==> config.mk <==
export PLATFORM = sky130hd
export DESIGN_NAME = ad_ip_jesd204_tpl_adc_pn_test_seq
export DESIGN_NICKNAME = d
export VERILOG_FILES = /design/src/rtl/ad_ip_jesd204_tpl_adc_pn_test_seq_pkg.sv /design/src/rtl/ad_ip_jesd204_tpl_adc_pn_err_acc.sv /design/src/rtl/ad_ip_jesd204_tpl_adc_pn_test_seq.sv
export SDC_FILE = /design/constraint.sdc
export NUM_CORES = 1
export LEC_CHECK = 0
export CAP_MARGIN = 10
export CORE_MARGIN = 3
export CORE_UTILIZATION = 35
export DETAILED_ROUTE_END_ITERATION = 10
export PLACE_DENSITY = 0.56
export REMOVE_ABC_BUFFERS = 1
export SLEW_MARGIN = 10
export SYNTH_ARGS = -nofsm -noshare
export SYNTH_HDL_FRONTEND = slang
export SYNTH_SLANG_ARGS = --single-unit
==> constraint.sdc <==
create_clock -name clk -period 3.6 [get_ports clk]
set_input_delay 0.54 -clock clk [delete_from_list [all_inputs] [get_ports clk]]
set_output_delay 0.54 -clock clk [all_outputs]
set_load 0.02 [all_outputs]
==> src/rtl/ad_ip_jesd204_tpl_adc_pn_test_seq_pkg.sv <==
// rtl/ad_ip_jesd204_tpl_adc_pn_test_seq_pkg.sv - PN link-test sequencer states, PN select codes, sizing helper
package ad_ip_jesd204_tpl_adc_pn_test_seq_pkg;

    typedef enum logic [2:0] {
        ST_IDLE   = 3'd0,
        ST_APPLY  = 3'd1,
        ST_SETTLE = 3'd2,
        ST_LOCK   = 3'd3,
        ST_DWELL  = 3'd4,
        ST_FINISH = 3'd5
    } pn_test_state_t;

    // pn_seq_sel codes understood by the core's PN monitors
    localparam logic [3:0] PN_SEL_PN9  = 4'h1;
    localparam logic [3:0] PN_SEL_PN23 = 4'h2;
    localparam logic [3:0] PN_SEL_PN15 = 4'h3;
    localparam logic [3:0] PN_SEL_IDLE = 4'hf;

    function automatic int max3(input int a, input int b, input int c);
        int m;
        m = (a > b) ? a : b;
        return (m > c) ? m : c;
    endfunction

endpackage

==> src/rtl/ad_ip_jesd204_tpl_adc_pn_err_acc.sv <==
// rtl/ad_ip_jesd204_tpl_adc_pn_err_acc.sv - per-channel PN input register, saturating error counter, lock-fail flag
module ad_ip_jesd204_tpl_adc_pn_err_acc #(
    parameter int ERR_CNT_WIDTH = 16
) (
    input  logic                     clk,
    input  logic                     rst,
    input  logic                     pn_err,
    input  logic                     pn_oos,
    input  logic                     clear,
    input  logic                     lock_chk,
    input  logic                     count_en,
    output logic                     pn_oos_q,
    output logic [ERR_CNT_WIDTH-1:0] err_count,
    output logic                     lock_fail
);

    logic pn_err_q;

    always_ff @(posedge clk) begin
        if (rst) begin
            pn_err_q  <= 1'b0;
            pn_oos_q  <= 1'b0;
            err_count <= '0;
            lock_fail <= 1'b0;
        end else begin
            pn_err_q <= pn_err;
            pn_oos_q <= pn_oos;
            if (clear) begin
                err_count <= '0;
                lock_fail <= 1'b0;
            end else begin
                if (lock_chk && pn_oos_q)
                    lock_fail <= 1'b1;
                // An out-of-sync cycle is as bad as a bit error; hold at all-ones
                if (count_en && (pn_err_q || pn_oos_q) && (err_count != '1))
                    err_count <= err_count + ERR_CNT_WIDTH'(1);
            end
        end
    end

endmodule

==> src/rtl/ad_ip_jesd204_tpl_adc_pn_test_seq.sv <==
// rtl/ad_ip_jesd204_tpl_adc_pn_test_seq.sv - automatic PN pattern sequencer and per-channel link checker
module ad_ip_jesd204_tpl_adc_pn_test_seq
    import ad_ip_jesd204_tpl_adc_pn_test_seq_pkg::*;
#(
    parameter int                  NUM_CHANNELS  = 1,
    parameter int                  NUM_SEQ       = 2,
    parameter logic [NUM_SEQ*4-1:0] PN_SEQ_LIST  = {PN_SEL_PN23, PN_SEL_PN9},
    parameter logic [3:0]          IDLE_SEL      = PN_SEL_IDLE,
    parameter int                  SETTLE_CYCLES = 16,
    parameter int                  LOCK_TIMEOUT  = 1024,
    parameter int                  DWELL_CYCLES  = 4096,
    parameter int                  ERR_CNT_WIDTH = 16
) (
    input  logic                                  clk,
    input  logic                                  rst,
    input  logic                                  start,
    input  logic                                  abort,
    input  logic [NUM_CHANNELS-1:0]               chan_mask,
    output logic                                  busy,
    output logic                                  done,
    output logic [NUM_CHANNELS-1:0]               pass,
    output logic [NUM_CHANNELS-1:0]               lock_fail,
    output logic [NUM_CHANNELS*ERR_CNT_WIDTH-1:0] err_count,
    output logic [NUM_CHANNELS*4-1:0]             pn_seq_sel,
    input  logic [NUM_CHANNELS-1:0]               pn_err,
    input  logic [NUM_CHANNELS-1:0]               pn_oos
);

    localparam int TMR_MAX = max3(SETTLE_CYCLES, LOCK_TIMEOUT, DWELL_CYCLES);
    localparam int TMR_W   = $clog2(TMR_MAX + 1);
    localparam int SEQ_W   = (NUM_SEQ > 1) ? $clog2(NUM_SEQ) : 1;

    pn_test_state_t          state, state_nxt;
    logic [TMR_W-1:0]        tmr;
    logic [SEQ_W-1:0]        k;
    logic [NUM_CHANNELS-1:0] mask_q;
    logic [NUM_CHANNELS-1:0] oos_q;
    logic [3:0]              cur_sel;
    logic                    all_locked, last_seq, tmr_zero;
    logic                    acc_clear, lock_chk, count_en, seq_apply, finish_ok;

    assign all_locked = ~|(oos_q & mask_q);
    assign last_seq   = (k == SEQ_W'(NUM_SEQ - 1));
    assign tmr_zero   = (tmr == '0);
    assign cur_sel    = PN_SEQ_LIST[{k, 2'b00} +: 4];

    always_ff @(posedge clk) begin
        if (rst)
            state <= ST_IDLE;
        else
            state <= state_nxt;
    end

    always_comb begin
        state_nxt = state;
        if (state != ST_IDLE && abort) begin
            state_nxt = ST_IDLE;
        end else begin
            case (state)
                ST_IDLE:   if (start) state_nxt = ST_APPLY;
                ST_APPLY:  state_nxt = ST_SETTLE;
                ST_SETTLE: if (tmr_zero) state_nxt = ST_LOCK;
                ST_LOCK:   if (all_locked || tmr_zero) state_nxt = ST_DWELL;
                ST_DWELL:  if (tmr_zero) state_nxt = last_seq ? ST_FINISH : ST_APPLY;
                ST_FINISH: state_nxt = ST_IDLE;
                default:   state_nxt = ST_IDLE;
            endcase
        end
    end

    always_comb begin
        acc_clear = 1'b0;
        lock_chk  = 1'b0;
        count_en  = 1'b0;
        seq_apply = 1'b0;
        finish_ok = 1'b0;
        case (state)
            ST_IDLE:   acc_clear = start;
            ST_APPLY:  seq_apply = ~abort;
            ST_LOCK:   lock_chk  = tmr_zero & ~all_locked & ~abort;
            ST_DWELL:  count_en  = ~abort;
            ST_FINISH: finish_ok = ~abort;
            default:   ;
        endcase
    end

    // One down-counter serves every timed state; it is reloaded on each state entry
    always_ff @(posedge clk) begin
        if (rst) begin
            tmr <= '0;
        end else if (state_nxt != state) begin
            case (state_nxt)
                ST_SETTLE: tmr <= TMR_W'(SETTLE_CYCLES - 1);
                ST_LOCK:   tmr <= TMR_W'(LOCK_TIMEOUT - 1);
                ST_DWELL:  tmr <= TMR_W'(DWELL_CYCLES - 1);
                default:   tmr <= '0;
            endcase
        end else if (!tmr_zero) begin
            tmr <= tmr - TMR_W'(1);
        end
    end

    always_ff @(posedge clk) begin
        if (rst) begin
            k          <= '0;
            mask_q     <= '0;
            busy       <= 1'b0;
            done       <= 1'b0;
            pass       <= '0;
            pn_seq_sel <= {NUM_CHANNELS{IDLE_SEL}};
        end else begin
            busy <= (state_nxt != ST_IDLE);
            done <= finish_ok;
            if (acc_clear) begin
                k      <= '0;
                mask_q <= chan_mask;
                pass   <= '0;
            end else if (state == ST_DWELL && state_nxt == ST_APPLY) begin
                k <= k + SEQ_W'(1);
            end
            if (finish_ok) begin
                for (int i = 0; i < NUM_CHANNELS; i++)
                    pass[i] <= mask_q[i] & ~lock_fail[i] &
                               (err_count[i*ERR_CNT_WIDTH +: ERR_CNT_WIDTH] == '0);
            end
            if (state_nxt == ST_IDLE) begin
                pn_seq_sel <= {NUM_CHANNELS{IDLE_SEL}};
            end else if (seq_apply) begin
                for (int i = 0; i < NUM_CHANNELS; i++)
                    pn_seq_sel[i*4 +: 4] <= mask_q[i] ? cur_sel : IDLE_SEL;
            end
        end
    end

    for (genvar i = 0; i < NUM_CHANNELS; i++) begin : g_ch
        ad_ip_jesd204_tpl_adc_pn_err_acc #(
            .ERR_CNT_WIDTH(ERR_CNT_WIDTH)
        ) i_err_acc (
            .clk       (clk),
            .rst       (rst),
            .pn_err    (pn_err[i]),
            .pn_oos    (pn_oos[i]),
            .clear     (acc_clear),
            .lock_chk  (lock_chk & mask_q[i]),
            .count_en  (count_en & mask_q[i]),
            .pn_oos_q  (oos_q[i]),
            .err_count (err_count[i*ERR_CNT_WIDTH +: ERR_CNT_WIDTH]),
            .lock_fail (lock_fail[i])
        );
    end

endmodule

---- Word level (Yosys, flattened, before mapping) ----
Cells that the tools add are included.
storage, ports and cells
  output and inout bits ................... 24
  bits of input ports ..................... 7
  logic and storage cells ................. 72
  register bits after elaboration ......... 44
cells by class
  bitwise gates (word level) .............. 9
  shift operators ......................... 1
  multiplexer cells ....................... 18
  equal/unequal tests ..................... 12
  add/sub/neg operators ................... 3
  reduce and logical (&&, ||, !) cells .... 17
operators by type and width
  kind                                                                         number
  12-bit case mux with 3 select lines                                          1
  13-bit two-way mux                                                           2
  3-bit two-way mux                                                            6
  16-bit by 1-bit adder with 16-bit output, second input constant              1
  16-bit zero test                                                             1
  16-bit inequality test, second input constant                                1
  3-bit case mux with 5 select lines                                           1
  13-bit zero test                                                             1
  13-bit by 1-bit subtractor with 13-bit output, second input constant         1
  3-bit by 2-bit equality test with 1-bit output, second input constant        4
  3-bit equality test, second input constant                                   3
  8-bit by 4-bit variable part select with 4-bit output, first input constant  1
  1-bit AND                                                                    7
  1-bit two-way mux                                                            7
  3-bit by 1-bit equality test with 1-bit output, second input constant        2
  3-bit zero test                                                              2
  3-bit nonzero test                                                           2
  1-bit logical AND                                                            5
  4-bit two-way mux                                                            1
  2-bit OR reduction                                                           2
  3-bit inequality test                                                        1
  1-bit logical OR                                                             2
  2-bit by 1-bit inequality test with 1-bit output, second input constant      1
  1-bit inverter                                                               2
  3 further kinds                                                              3

---- Depth between registers and ports, before layout ----
  word-level depth ........................ 9
  depth in mapped cells ................... 10
  depth with buffers taken out ............ 8

---- By module ----
A second synthesis with hierarchy kept.
second synthesis, totals
  cell total of the unflattened synthesis .. 267
  area total of the unflattened synthesis .. 2285.9 µm²
modules (own cells, without submodules)
  module                             cells an instance  times used  area an instance (µm²)
  ad_ip_jesd204_tpl_adc_pn_test_seq  160                1           1375.1
  ad_ip_jesd204_tpl_adc_pn_err_acc   107                1           910.9

---- Worst setup path before layout ----
Ideal clock, no wire load.
  kind .................................... register -> register
  from .................................... register tmr[0]
  to ...................................... register tmr[4]
  library setup time ...................... 0.071 ns
  cell stages (with the launch flop) ...... 11
  required time ........................... 3.529 ns
  arrival ................................. 2.081 ns
  slack ................................... 1.449 ns
  cell sequence ........................... dfxtp_1 -> inv_1 -> ha_1 -> nor3b_1 -> and4_1 -> buf_6 -> nor2_2 -> o32a_4 -> buf_6 -> a32o_2 -> a21oi_1
on the way
  word-level cells in the longest chain between the ends .. 8
ends and longest elaborated chain
  item                                                                                          RTL line                                 RTL
  from (decl)                                                                                   ad_ip_jesd204_tpl_adc_pn_test_seq.sv:34  logic [TMR_W-1:0] tmr;
  from (signal assigned)                                                                        ad_ip_jesd204_tpl_adc_pn_test_seq.sv:93  ST_SETTLE: tmr <= TMR_W'(SETTLE_CYCLES - 1);
  from (signal assigned)                                                                        ad_ip_jesd204_tpl_adc_pn_test_seq.sv:94  ST_LOCK: tmr <= TMR_W'(LOCK_TIMEOUT - 1);
  from (signal assigned)                                                                        ad_ip_jesd204_tpl_adc_pn_test_seq.sv:95  ST_DWELL: tmr <= TMR_W'(DWELL_CYCLES - 1);
  13-bit zero test                                                                              ad_ip_jesd204_tpl_adc_pn_test_seq.sv:44  assign tmr_zero = (tmr == '0);
  1-bit logical OR                                                                              ad_ip_jesd204_tpl_adc_pn_test_seq.sv:63  ST_LOCK: if (all_locked || tmr_zero) state_nxt = ST_DWELL;
  3-bit two-way mux                                                                             ad_ip_jesd204_tpl_adc_pn_test_seq.sv:63
  3-bit case mux with 5 select lines                                                            ad_ip_jesd204_tpl_adc_pn_test_seq.sv:59  case (state)
  3-bit two-way mux                                                                             ad_ip_jesd204_tpl_adc_pn_test_seq.sv:56  if (state != ST_IDLE && abort) begin
  3-bit equality test / 3-bit by 2-bit equality test with 1-bit output (equally long branches)  ad_ip_jesd204_tpl_adc_pn_test_seq.sv:92  case (state_nxt)
  12-bit case mux with 3 select lines                                                           ad_ip_jesd204_tpl_adc_pn_test_seq.sv:92
  13-bit two-way mux                                                                            ad_ip_jesd204_tpl_adc_pn_test_seq.sv:91  end else if (state_nxt != state) begin
Parallel ways exist; a longest one is shown, timed or not. The select of a mux whose other input is x is not followed.
A chain may end at the register's enable or synchronous reset.

---- Final worst setup path ----
  from .................................... register tmr[0]
  to ...................................... register tmr[1]
The elaborated chain is that of the path after synthesis.

==> impl_results.md <==
- Final hold violation count: 0
- Main synth FF type: dfxtp_1
- Peak supply drop: 0.2310 mV
- Synthesized area: 2195 sq um
- Worst hold slack: 0.4872 ns
- Core box area: 5991 sq um
- Pwr dens: 494.8 nW/um^2
- Routed Antenna Nets: 0
- Dpl hpwl: 3.534 mm
- Worst hold stages: 2
- Non-Filler Instances: 352
- Element type at the critical path end: flip-flop
- Placed Cells: 344
- Full die area: 7256 sq um
- Logic gate share of total power: 33.6%
- Fmax: 370.0 MHz
- H-tree level count: 2
- Drt pass-1 iters: 4
- Clk sink count: 43
- Largest net degree at the start of global routing: 19
- Drt wl/cell: 14.21 microns
- Via count: 1,852
- Number of global-route vias before repair: 1,651
- Worst Setup SP: tmr[0]
- Total Wirelength: 5.001 mm
- Power share of the sequential group: 42.4%
- Post-Syn Instances: 252
- Switching share of power: 36.10%
- Clock transition at path regs: 0.09 ns
- Hold path endpoint: tmr[12]
- Post-CTS Setup Bufs: 0
- Nature of the critical path startpoint: flip-flop
- Total congestion overflow: 0
- Initial antenna violation count: 0
- Pleak: 0.9556 nW
- GPL Wtd Cong: 0.7827
- Diodes inserted: 0
- CTS Buffer Depth: 2
- Arr. time, crit path: 2.94 ns
- Final core occ: 43.65%
- Slew HR: 62.56%
- IO Pins: 31
- Post-synth cell types: 47
- Drt drc: 0
- Async set-reset flop share out of synthesis: 0%
- Share of cells above drive strength 1: 6.859%
- Fillers: 594
- Layout area overhead: 19.16%
- Flops & latches, synth: 43
- Kind of critical path: flip-flop to flip-flop
- Hold crit path type: flip-flop to flip-flop
- Max-cap violations: 0
- Post-synth EDFFs: 0
- Pre-CTS WS: 0.9250 ns
- First-pass GRT wire length: 8.307 mm
- Post-synthesis sequential area ratio: 39.22%
- FF-to-FF setup slack: 0.90 ns
- GRT Overall Usage: 14.25%
- RSZ-0062 raised after global routing: false
- Die Wd: 85.19 microns
- Hold-fix buffers, CTS: 0
- Overall Power: 1.294 mW
- Minimum clock period: 2.703 ns
- Initial Utilization: 36.63%
- Placed cell areas: 2530 sq um
- Final instance area: 2615 sq um
- Internal Dissipation: 826.9 uW
- Critical Path Fanout Max: 12
- RR Endpoint: tmr[1]
- Synth Warn #: 0
- TritonCTS clock tree: built
- Num rows: 28
- Switching Power: 467.0 uW
- Mean Syn Cell Area: 8.709 sq um
- Iteration-0 DRC Markers: 99
- Reg2reg start: tmr[0]
- Hold Path Origin: tmr[12]
- Die height: 85.19 microns
- Post-CTS sizing: 0
- Status: finished, final reports clean
- Fin. max-slew vios: 0
- Fin nets: 286
- Clk pwr share: 24.0%
- Final setup viols: 0
- Vias/cell: 5.261
- TritonCTS buffer count: 5
- Clock Skews: 0.004142 ns
- Setup TNS: 0 ns
- R2R depth: 8
- I/O Buffers: 30
- Final period util: 75.07%
- Worst setup slack after layout: 0.8973 ns
- Slew @ Worst Pin: 0.5564 ns
- Clk_lat worst skew: 0.30 ns
- Critical Path RT: 3.83 ns
- Clock root cell: clkbuf_8
-- cells in the final DEF (no fill, tap or decap), types with 7 or more instances in the layout --
cell type / n
nand2_1: 10
dfxtp_1: 43
clkdlybuf4s50_1: 30
a21oi_1: 12
nor2_1: 35
nand3_1: 10
xnor2_1: 7
xor2_1: 18
nand4_1: 15
-- cells by family (layout without fill, tap and decap cells) --
group | after synthesis | in the layout | share of synthesized area (%)
and+or+nand+nor | 120 | 120 | 31.24
adders and majority gates | 3 | 3 | 1.711
buffers and inverters | 22 | 47 | 4.732
AOI/OAI and AO/OA | 38 | 38 | 12.66
muxes | 1 | 1 | 0.4561
DFF | 43 | 43 | 39.22
xor gates and xnor gates | 25 | 25 | 9.977
-- final cells by class --
| type | instances | area [sq um] | area share [%] |
|---|---|---|---|
| clock inverter | 2 | 12.51 | 0.4785 |
| timing repair buffer | 33 | 322.8 | 12.34 |
| tap | 75 | 93.84 | 3.589 |
| multi-input combinational | 187 | 1230 | 47.03 |
| inverter | 6 | 22.52 | 0.8612 |
| clock buffer | 6 | 72.57 | 2.775 |
| sequential | 43 | 860.8 | 32.92 |
-- power by group through the flow --
stage	sequential, mW	clock (mW)	combinational, mW
2_1_floorplan	0.554	0	0.343
3_3_place_gp	0.560	0	0.435
3_5_place_dp	0.560	0	0.434
4_1_cts	0.549	0.318	0.436
5_1_grt	0.555	0.338	0.489
6_report	0.549	0.310	0.435
-- registers in the layout, summed over array words and instances (netlist names), 3 cells and up --
signal,flops
tmr,13
pn_seq_sel,3
g_ch.i_err_acc.err_count,16
state,3
-- cell usage after synthesis, types with 2 or more instances --
| master | n | area [sq um] |
|---|---|---|
| dfxtp_1 | 43 | 860.8 |
| nor2_1 | 35 | 131.4 |
| xor2_1 | 18 | 157.7 |
| nand4_1 | 15 | 93.84 |
| a21oi_1 | 12 | 60.06 |
| clkbuf_1 | 11 | 41.29 |
| nand2_1 | 10 | 37.54 |
| nand3_1 | 10 | 50.05 |
| xnor2_1 | 7 | 61.31 |
| and3_1 | 6 | 37.54 |
| inv_1 | 6 | 22.52 |
| nand3b_1 | 6 | 45.04 |
| and2_1 | 5 | 31.28 |
| and4_1 | 5 | 43.79 |
| o21bai_1 | 5 | 37.54 |
| nor2b_1 | 4 | 25.02 |
| nor3_1 | 4 | 20.02 |
| nor4_1 | 4 | 25.02 |
| o21ai_0 | 4 | 20.02 |
| ha_1 | 3 | 37.54 |
| nor3b_1 | 3 | 22.52 |
| or4_1 | 3 | 22.52 |
| a211oi_1 | 2 | 15.01 |
| a221oi_1 | 2 | 17.52 |
| a31oi_1 | 2 | 12.51 |
| buf_2 | 2 | 10.01 |
| buf_6 | 2 | 22.52 |
| nor4_2 | 2 | 25.02 |
| nor4b_1 | 2 | 17.52 |
| o211a_1 | 2 | 20.02 |
-- worst max-delay path, cell delays in order, from the launching register on --
cell and delay (ns):
dfxtp_1 0.32, inv_1 0.08, ha_1 0.20, nor3b_1 0.39, nand4_1 0.50, and2_1 0.32
o32a_4 0.26, a221oi_2 0.40, o21bai_1 0.17
-- worst max-delay path by stage --
stage	slack, ns	cells past startpoint	to
finish	0.90	8	tmr[1]
global placement	0.92	6	tmr[12]
detailed placement	0.92	7	g_ch[0].i_err_acc.err_count[3]
global route	0.62	8	tmr[1]
CTS	0.93	8	tmr[1]
floorplan	0.86	8	tmr[12]
-- metal layers --
layer | vias to the layer above | wire length [microns] | track usage [%]
met3 | 8 | 220 | 3.204
met4 | 0 | 84 | 5.612
met5 | - | 0 | 0
met2 | 48 | 2084 | 18.86
met1 | 843 | 2611 | 21.93
li1 | 953 | - | -
No activity file was read; power rests on OpenSTA's default activity.
